$ cat src/rtl/rf_write_mux.sv
// Register-file write multiplexer: per-requester write FIFOs drained onto a
// smaller set of physical write ports by a round-robin selector.
// Each IN_write[i] element is packed as {valid, tag[TAG_W-1:0], data[DATA_W-1:0]}.
module rf_write_mux #(
    parameter int unsigned VIRT_WRITES = 4,
    parameter int unsigned PHY_WRITES  = 2,
    parameter int unsigned BUF_DEPTH   = 4,
    parameter int unsigned TAG_W       = 7,
    parameter int unsigned DATA_W      = 32
) (
    input  logic                                      clk,
    input  logic                                      rst_n,
    input  logic [VIRT_WRITES-1:0][TAG_W+DATA_W:0]    IN_write,
    output logic [VIRT_WRITES-1:0]                    OUT_writeReady,
    output logic [PHY_WRITES-1:0]                     OUT_writeEnable,
    output logic [PHY_WRITES-1:0][TAG_W-1:0]          OUT_writeAddress,
    output logic [PHY_WRITES-1:0][DATA_W-1:0]         OUT_writeData,
    output logic                                      OUT_idle
);

    localparam int unsigned ENTRY_W = TAG_W + DATA_W;
    localparam int unsigned PTR_W   = $clog2(BUF_DEPTH);
    localparam int unsigned CNT_W   = PTR_W + 1;
    localparam int unsigned RR_W    = (VIRT_WRITES > 1) ? $clog2(VIRT_WRITES) : 1;

    logic [ENTRY_W-1:0] mem_q [VIRT_WRITES][BUF_DEPTH];
    logic [PTR_W-1:0]   wr_ptr_q [VIRT_WRITES];
    logic [PTR_W-1:0]   rd_ptr_q [VIRT_WRITES];
    logic [CNT_W-1:0]   count_q  [VIRT_WRITES];
    logic [RR_W-1:0]    rr_q, rr_d;

    logic [VIRT_WRITES-1:0]           push, pop, nonempty;
    logic [PHY_WRITES-1:0]            port_vld;
    logic [PHY_WRITES-1:0][RR_W-1:0]  port_src;

    // Ready, push qualification and occupancy flags from registered counts only.
    always_comb begin
        push           = '0;
        nonempty       = '0;
        OUT_writeReady = '0;
        for (int i = 0; i < int'(VIRT_WRITES); i++) begin
            OUT_writeReady[i] = (count_q[i] < CNT_W'(BUF_DEPTH));
            nonempty[i]       = (count_q[i] != '0);
            push[i]           = IN_write[i][ENTRY_W] && OUT_writeReady[i];
        end
    end

    // Round-robin scan from rr_q: the k-th non-empty requester found drives port k.
    always_comb begin
        int          n;
        int          idx;
        int          last;
        logic [RR_W-1:0] sel;
        pop      = '0;
        port_vld = '0;
        port_src = '0;
        n        = 0;
        last     = 0;
        sel      = '0;
        for (int j = 0; j < int'(VIRT_WRITES); j++) begin
            idx = (int'(rr_q) + j) % int'(VIRT_WRITES);
            sel = RR_W'(idx);
            if (nonempty[sel] && (n < int'(PHY_WRITES))) begin
                pop[sel] = 1'b1;
                for (int k = 0; k < int'(PHY_WRITES); k++) begin
                    if (n == k) begin
                        port_src[k] = sel;
                        port_vld[k] = 1'b1;
                    end
                end
                n    = n + 1;
                last = idx;
            end
        end
        rr_d = (n != 0) ? RR_W'((last + 1) % int'(VIRT_WRITES)) : rr_q;
    end

    // FIFO payload storage; contents are don't-care while the count says empty.
    always_ff @(posedge clk) begin
        for (int i = 0; i < int'(VIRT_WRITES); i++) begin
            if (push[i]) begin
                mem_q[i][wr_ptr_q[i]] <= IN_write[i][ENTRY_W-1:0];
            end
        end
    end

    // FIFO pointers, counts and the round-robin pointer.
    always_ff @(posedge clk or negedge rst_n) begin
        if (!rst_n) begin
            for (int i = 0; i < int'(VIRT_WRITES); i++) begin
                wr_ptr_q[i] <= '0;
                rd_ptr_q[i] <= '0;
                count_q[i]  <= '0;
            end
            rr_q <= '0;
        end else begin
            for (int i = 0; i < int'(VIRT_WRITES); i++) begin
                if (push[i]) wr_ptr_q[i] <= wr_ptr_q[i] + PTR_W'(1);
                if (pop[i])  rd_ptr_q[i] <= rd_ptr_q[i] + PTR_W'(1);
                count_q[i] <= count_q[i] + CNT_W'(push[i]) - CNT_W'(pop[i]);
            end
            rr_q <= rr_d;
        end
    end

    // Registered physical write ports; ungranted ports hold address and data.
    always_ff @(posedge clk or negedge rst_n) begin
        if (!rst_n) begin
            OUT_writeEnable  <= '0;
            OUT_writeAddress <= '0;
            OUT_writeData    <= '0;
        end else begin
            for (int k = 0; k < int'(PHY_WRITES); k++) begin
                OUT_writeEnable[k] <= port_vld[k];
                if (port_vld[k]) begin
                    {OUT_writeAddress[k], OUT_writeData[k]} <=
                        mem_q[port_src[k]][rd_ptr_q[port_src[k]]];
                end
            end
        end
    end

    // Idle once every FIFO is empty and no port is writing.
    always_comb begin
        OUT_idle = (nonempty == '0) && (OUT_writeEnable == '0);
    end

endmodule
$ cat config.mk
export PLATFORM = sky130hd
export DESIGN_NAME = rf_write_mux
export DESIGN_NICKNAME = d
export VERILOG_FILES = /design/src/rtl/rf_write_mux.sv
export SDC_FILE = /design/constraint.sdc
export NUM_CORES = 1
export LEC_CHECK = 0
export CORE_AREA = 2 2 270 272
export CTS_CLUSTER_SIZE = 8
export DETAILED_ROUTE_END_ITERATION = 6
export DIE_AREA = 0 0 272 274
export PLACE_DENSITY_LB_ADDON = 0.12
export SYNTH_ARGS = -nofsm -noshare
export SYNTH_HDL_FRONTEND = slang
export SYNTH_SLANG_ARGS = --single-unit
export TNS_END_PERCENT = 5
$ cat constraint.sdc
create_clock -name clk -period 7.9 [get_ports clk]
set_clock_uncertainty 0.15 [all_clocks]
set_input_delay 1.58 -clock clk [delete_from_list [all_inputs] [get_ports clk]]
set_output_delay 1.58 -clock clk [all_outputs]
set_load 0.01 [all_outputs]
Word level (Yosys, flattened, before mapping) --
Memory sizes are Yosys's and may differ from the RTL's. Cells that the tools add are included.
Operators by class: add/subtract/negate cells 23, $lt $le $gt $ge 27, eq/ne operators 3, multiplexer cells 76, bitwise operators 11, reduce and logical (&&, ||, !) cells 26
Operators with widths (count):
- $mux 156 | 4
- $demux 39 s2 | 4
- $mux 39 | 8
- $bmux 39 s2 | 2
- $add 32x2->32 const B | 3
- $eq 32x2->1 const B | 3
- $logic_not 32->1 | 3
- $lt 32x3->1 const B | 3
- $mux 32 | 3
- $mux 2 | 18
- $reduce_bool 32->1 | 1
- $mux 4 | 7
- $ge 3x3->1 const B | 8
- $not 2->3 | 8
- $mux 1 | 20
- $add 2x1->2 const B | 9
- $logic_and 1x1->1 | 16
- $add 3x1->3 | 4
- $lt 2x3->1 const B | 4
- $lt 3x1->1 const B | 4
- $lt 3x3->1 const B | 4
- $or 4x4->4 | 3
- $reduce_bool 3->1 | 4
- $sub 3x1->3 | 4
- other kinds (7) | 19
Word-level totals: register bits 110, RAM bits 624, output and inout bits 85, logic and storage cells 185, memories 1
Memories:
- mem_q | depth 4, bits a word 156, rd ports 2, clocked after Yosys merged registers in 0, wr ports 4, line 26 | logic [ENTRY_W-1:0] mem_q [VIRT_WRITES][BUF_DEPTH];

Longest topological paths before layout --
Gate-level depths: netlist of run 1.
depth in word-level cells 21, gate-level depth with buffers 24, gate-level depth less buffers 21

Least setup slack after synthesis of run 1 --
No wires, ideal clock.
kind register to register, start register rr_q[0], end register OUT_writeData[10] (netlist name), library setup time 119 ps, arrival 5245 ps, data required time 7631 ps, path slack 2387 ps, cell stages (with the launch flop) 24, clock period less this slack 5513 ps, cell sequence dfrtp_1 > buf_2 > clkinv_1 > ha_1 > buf_2 > o211ai_1 > nand3_2 > inv_1 > buf_6 > ha_1 > nand2b_1 > nor3_1 > a21o_1 > clkbuf_1 > o21ai_0 > ha_1 > nand3_1 > mux2i_2 > buf_4 > buf_4 > mux4_2 > mux2i_1 > a32oi_1 > o21a_1
Between the ends: word-level cells in the longest chain between the ends 20, elaborated cells between the ends (all ways) 48, classes of those cells add/sub: 5; order compare: 3; mux: 31; bitwise: 2; reduce/logical: 6; memory: 1
Ends and longest elaborated chain:
- from (decl) | line 30 | logic [RR_W-1:0] rr_q, rr_d;
- from (signal assigned) | line 102 | rr_q <= rr_d;
- $bmux 1 s2 | line 63 | if (nonempty[sel] && (n < int'(PHY_WRITES))) begin
- $mux 1 (implied by the code) | line 63
- $mux 1 | line 63
- $lt 32x3->1 | line 63
- $logic_and 1x1->1 | line 63
- $mux 32 | line 63
- $lt 32x3->1 | line 63
- $logic_and 1x1->1 | line 63
- (+2 left out)
- $logic_and 1x1->1 or $mux 2 (tied branches) | line 63, 66
- $mux 4 | line 63
- $not 2->3 (implied by the code) | line 117 | mem_q[port_src[k]][rd_ptr_q[port_src[k]]];
- $bmux 2 s2 | line 117
- $mux 2 (implied by the code) (2 in series) | line 117
- $not 2->3 (implied by the code) | line 117
- $bmux 39 s2 | line 117
- $mux 39 (implied by the code) (2 in series) | line 117
- to (signal, indexed assignment) | line 116 | {OUT_writeAddress[k], OUT_writeData[k]} <=
- to (decl) | line 17 | output logic [PHY_WRITES-1:0][DATA_W-1:0] OUT_writeData,
Parallel ways exist; a longest one is shown, timed or not. The select of a mux whose other input is x is not followed. A chain may end at the register's enable or synchronous reset.

Worst setup path after layout of run 1 --
start register rr_q[1], end register OUT_writeData[17] (netlist name)
Same word-level chain as after synthesis.

==> results.sh, run 1 <==
export IMPL_portBuffers=246
export IMPL_ys_warnings_count=0
export IMPL_cts_root_buf="clkbuf_16"
export IMPL_reg2regPathDepth=20
export IMPL_ctsHoldBuffers=0
export IMPL_synthCells=2274
export IMPL_cts_tree="built"
export IMPL_wl_per_cell_um=33.5
export IMPL_fmax_mhz=164
export IMPL_fp_dieW_um=272
export IMPL_rsz0062_at_grt="no"
export IMPL_ys_seq_area_share_pct=63.3
export IMPL_vias_per_cell=6.69
export IMPL_setup_viol=0
export IMPL_synth_fp_nets=2476
export IMPL_cp_max_fo=27
export IMPL_cts_setup_buffers=0
export IMPL_nFillCells=5653
export IMPL_finalSetupTns_ns=0
export IMPL_layout_commonest_cell="edfxtp_1"
export IMPL_synth_cell_types=81
export IMPL_ys_async_sr_fraction_pct=15.0
export IMPL_grt_max_degree=97
export IMPL_antennaDiodeCount=0
export IMPL_dr_pass1_iters=7
export IMPL_ys_ff_latch=734
export IMPL_final_max_slew_viol_count=0
export IMPL_synth_area_per_cell_um2=14.9
export IMPL_path_clk_slew_ns=0.05
export IMPL_numCtsBuffers=102
export IMPL_chipHeight_um=274
export IMPL_tritoncts_num_sinks=734
export IMPL_dr_first_iter_drc_count=3011
export IMPL_final_core_util_pct=56.5
export IMPL_period_share_pct=77.4
export IMPL_grt_overflow=0
export IMPL_grt_usage_pct=31.7
export IMPL_wirelength_um=119000
export IMPL_worstSetupEndpointType="register"
export IMPL_die_area_um2=74500
export IMPL_vias=23800
export IMPL_ant_nets=0
export IMPL_worst_slack_ns=1.78
export IMPL_synthFlopType="edfxtp_1"
export IMPL_cp_data_arrival_time_ns=6.57
export IMPL_tightest_slew_ns=1.07
export IMPL_hpwl_um=65600
export IMPL_rr_startpoint="rr_q[1]"
export IMPL_drive_gt1_share_pct=15.5
export IMPL_dp_cells=3374
export IMPL_initial_core_util_pct=47.2
export IMPL_drc_errors=0
export IMPL_r2r_end="OUT_writeData[17]"
export IMPL_grt_pass1_wl_um=168000
export IMPL_clockBufferDepth=3
export IMPL_post_cts_resized=0
export IMPL_ctsHtreeMaxLevel=3
export IMPL_start_kind="register"
export IMPL_required_ns=8.35
export IMPL_insertion_delay_ns=0.67
export IMPL_crit_path_start="rr_q[1]"
export IMPL_io_pins=247
export IMPL_core_area_um2=72000
export IMPL_syn_area_um2=34000
export IMPL_syn_to_final_growth_pct=19.6
export IMPL_hold_viol_final=0
export IMPL_path_class="reg -> reg"
export IMPL_max_cap_violations=0
export IMPL_outcome="completed"
export IMPL_pre_cts_slack_ns=1.87
export IMPL_nets=2721
export IMPL_synth_edf_count=624
export IMPL_final_cell_mix="624 x edfxtp_1, 253 x nand2_1, 245 x clkdlybuf4s50_1"
export IMPL_hp_class="reg -> reg"
export IMPL_globalplace_congestion=0.855
export IMPL_final_cells=3560
export IMPL_antenna_found_initial=3
export IMPL_slew_headroom_pct=28.4
export IMPL_ff2ff_setup_slack_ns=1.78
export IMPL_num_rows=99
export IMPL_cp_endpoint="OUT_writeData[17]"
export IMPL_grt_pass1_vias=24200
export IMPL_period_needed_ns=6.12
-- Yosys cell counts (all sizes together), types with 2 or more instances --
master	number	area (µm²)
o2111a	2	22.5
buf	78	487
xor2	4	35.0
mux4	159	3580
o2111ai	2	17.5
o21a	40	300
nor3	6	62.6
inv	44	168
nor4	5	67.6
nor2	52	198
a31oi	41	257
o22ai	2	12.5
a222oi	4	40.0
a21oi	161	806
a211o	2	17.5
or4	2	22.5
mux2i	123	1240
nor2b	6	37.5
o22a	40	352
fa	4	80.1
edfxtp	624	18700
a32o	38	380
o211ai	6	63.8
nand2b	2	12.5
a21boi	4	30.0
nand3	10	55.1
a22o	2	17.5
clkbuf	96	360
nand4	3	25.0
xnor2	18	158
nand2	254	956
ha	36	450
a41oi	38	333
o31ai	2	15.0
a32oi	78	683
a21o	2	15.0
dfrtp	110	2750
and3	77	482
o21ai	51	259
and2	22	138
mux2	5	60.1
-- metal layers --
metal | vias to the layer above | GRT usage [%] | part of all wire [%]
met4 | 6 | 14.7 | 4.8
met1 | 12200 | 41.6 | 37
li1 | 9581 | - | -
met2 | 1694 | 51.5 | 47
met5 | - | 0 | 0.028
met3 | 400 | 5.82 | 11
-- area by class of cell --
| cell class | count | area [µm²] | share of cell area, % |
|---|---|---|---|
| tap | 959 | 1200 | 2.95 |
| clock inverter | 8 | 104 | 0.256 |
| multi-input combinational | 1321 | 11600 | 28.6 |
| sequential | 734 | 21500 | 52.9 |
| inverter | 45 | 171 | 0.422 |
| timing repair buffer | 315 | 3210 | 7.89 |
| clock buffer | 178 | 2860 | 7.03 |
-- worst max-delay path, cell delays in order, from the launching register on --
cell and delay (ns):
dfrtp_1 0.68, inv_2 0.19, ha_1 0.37, buf_4 0.20, o211ai_1 0.21, nand3_2 0.19
inv_1 0.13, ha_1 0.26, nand2b_1 0.16, nor3_1 0.08, a21oi_1 0.46, o21ai_0 0.17
o21ai_0 0.12, ha_1 0.20, nand3_1 0.19, mux2_8 0.51, mux4_4 0.99, buf_4 0.33
mux2i_1 0.14, a32oi_1 0.18, o21a_1 0.15
-- registers in the layout, summed over array words and instances, names as in the netlist --
name	cells
mem_q	624
wr_ptr_q	8
rr_q	2
OUT_writeEnable	2
OUT_writeData	64
count_q	12
OUT_writeAddress	14
rd_ptr_q	8
-- stage by stage --
| stage | cell area, µm² | hold WS (ns) |
|---|---|---|
| 2_1_floorplan | 34000 | 0.333 |
| 5_1_grt | 40600 | 0.383 |
| 6_report | 40600 | 0.354 |
| 3_3_place_gp | 37700 | 0.348 |
| 3_5_place_dp | 37700 | 0.354 |
| 4_1_cts | 40600 | 0.366 |
-- logic make-up after synthesis --
| family | synth area share [%] |
|---|---|
| compound gates | 11.1 |
| xor+xnor | 0.567 |
| fa+ha+maj | 1.56 |
| buf+inv | 3.00 |
| flops | 63.3 |
| mux | 14.4 |
| simple gates | 6.18 |
-- worst min-delay path by stage --
stage / end / slack (ns) / start / depth (start not counted)
after floorplan: rd_ptr_q[4] / 0.33 / rd_ptr_q[4] / 1
after global placement: OUT_writeData[6] / 0.35 / OUT_writeData[6] / 1
after detailed placement: OUT_writeData[7] / 0.35 / OUT_writeData[7] / 1
after CTS: OUT_writeData[7] / 0.37 / OUT_writeData[7] / 1
after global routing: OUT_writeAddress[0] / 0.38 / OUT_writeAddress[0] / 1
final: OUT_writeData[7] / 0.35 / OUT_writeData[7] / 1
Power of run 1 is left out: the tool's default activity adds up to more than one toggle a clock period on the data nets, which glitch-free logic cannot reach.
==> run 2, diff against run 1 <==
==> constraint.sdc (replaced) <==
create_clock -name clk -period 5.49 [get_ports clk]
set_clock_uncertainty 0.15 [all_clocks]
set_input_delay 1.098 -clock clk [delete_from_list [all_inputs] [get_ports clk]]
set_output_delay 1.098 -clock clk [all_outputs]
set_load 0.01 [all_outputs]
==> results.sh, run 2 (synthesized netlist as in run 1, its figures left out) <==
export IMPL_fmax_mhz=194
export IMPL_worst_slack_ns=0.336
export IMPL_fp_dieW_um=272
export IMPL_globalplace_congestion=0.860
export IMPL_rr_startpoint="rr_q[0]"
export IMPL_path_class="reg -> reg"
export IMPL_antenna_found_initial=3
export IMPL_hpwl_um=64300
export IMPL_vias_per_cell=6.67
export IMPL_path_clk_slew_ns=0.05
export IMPL_cts_tree="built"
export IMPL_outcome="completed"
export IMPL_nFillCells=5627
export IMPL_slew_headroom_pct=26.0
export IMPL_num_rows=99
export IMPL_vias=23800
export IMPL_final_max_slew_viol_count=0
export IMPL_grt_pass1_vias=24300
export IMPL_setup_viol=0
export IMPL_grt_pass1_wl_um=165000
export IMPL_worstSetupEndpointType="register"
export IMPL_period_needed_ns=5.15
export IMPL_cts_root_buf="clkbuf_16"
export IMPL_insertion_delay_ns=0.66
export IMPL_tightest_slew_ns=1.11
export IMPL_grt_usage_pct=31.2
export IMPL_die_area_um2=74500
export IMPL_dr_first_iter_drc_count=3088
export IMPL_clockBufferDepth=3
export IMPL_grt_overflow=0
export IMPL_wirelength_um=118000
export IMPL_cp_data_arrival_time_ns=5.54
export IMPL_dp_cells=3372
export IMPL_hp_class="in -> async"
export IMPL_ant_nets=0
export IMPL_rsz0062_at_grt="no"
export IMPL_start_kind="register"
export IMPL_final_core_util_pct=56.7
export IMPL_reg2regPathDepth=19
export IMPL_wl_per_cell_um=33.1
export IMPL_largest_reg_flops=624
export IMPL_ctsHoldBuffers=0
export IMPL_nets=2720
export IMPL_dr_pass1_iters=7
export IMPL_numCtsBuffers=101
export IMPL_core_area_um2=72000
export IMPL_grt_max_degree=157
export IMPL_tritoncts_num_sinks=734
export IMPL_ctsHtreeMaxLevel=3
export IMPL_hold_viol_final=0
export IMPL_r2r_end="OUT_writeData[18]"
export IMPL_syn_to_final_growth_pct=20.0
export IMPL_layout_commonest_cell="edfxtp_1"
export IMPL_final_cell_mix="624 x edfxtp_1, 253 x nand2_1, 245 x clkdlybuf4s50_1"
export IMPL_pre_cts_slack_ns=0.273
export IMPL_cp_max_fo=23
export IMPL_drive_gt1_share_pct=15.5
export IMPL_drc_errors=0
export IMPL_finalSetupTns_ns=0
export IMPL_required_ns=5.87
export IMPL_chipHeight_um=274
export IMPL_max_cap_violations=0
export IMPL_period_share_pct=93.9
export IMPL_final_cells=3559
export IMPL_io_pins=247
export IMPL_portBuffers=246
export IMPL_ff2ff_setup_slack_ns=0.34
export IMPL_initial_core_util_pct=47.2
[run 2: cell count changes in the layout (fill, tap and decap cells not counted), moves of 2 or more]
cell / previous run / this run
and2_4: 8 / 15
inv_6: 3 / 1
clkinv_1: 2 / 0
and2_2: 12 / 5
buf_4: 51 / 44
buf_12: 18 / 22
buf_16: 0 / 2
[run 2: how the worst max path moves through the flow]
stage                           from                 to  cells after the start
after floorplan              rr_q[0]  OUT_writeData[10]                     23
after global placement       rr_q[0]  OUT_writeData[11]                     20
after detailed placement  count_q[3]  OUT_writeData[11]                     19
after CTS                 count_q[3]  OUT_writeData[11]                     19
after global routing         rr_q[0]  OUT_writeData[17]                     20
final                        rr_q[0]  OUT_writeData[18]                     19
[run 2: through the flow]
| step | cell area [µm²] | hold WS [ns] |
|---|---|---|
| floorplan | 34000 | 0.333 |
| global placement | 37800 | 0.331 |
| detailed placement | 37800 | 0.335 |
| CTS | 40700 | 0.245 |
| global route | 40800 | 0.275 |
| finish | 40800 | 0.226 |
[run 2: layout make-up]
class,count,area (µm²),share of cell area (%)
clock inverters,5,91.3,0.224
well taps,959,1200,2.94
clock buffers,179,2860,7.02
diodes,1,2.50,0.00614
multi-input cells,1321,11600,28.5
flip-flops and latches,734,21500,52.7
inverters,45,173,0.424
repair buffers,315,3310,8.13
[run 2: timing repair]
action	4_1_cts	5_1_grt
resized for setup	0	5
setup buffers	0	1
endpoints found under the setup margin	0	40
[run 2: worst max-delay path, stage by stage (launching register included)]
cell and delay, ns:
dfrtp_1 0.36, buf_4 0.31, nor2b_1 0.25, nand2_1 0.12
o211ai_4 0.17, inv_4 0.11, ha_1 0.28, nand2b_1 0.20
nor3_2 0.22, a21oi_2 0.12, o21ai_0 0.18, o21ai_0 0.10
ha_1 0.22, nand3_1 0.19, mux2_8 0.45, mux4_2 0.39
and2_2 0.61, buf_12 0.30, a32oi_1 0.12, o21a_1 0.15
[run 2: routing by layer]
metal	global-route usage, %	routed length, µm
met5	0	32
met4	14.0	5580
met3	6.04	13300
met2	49.9	54800
met1	41.7	44200
Power of run 2 is left out for the same reason.
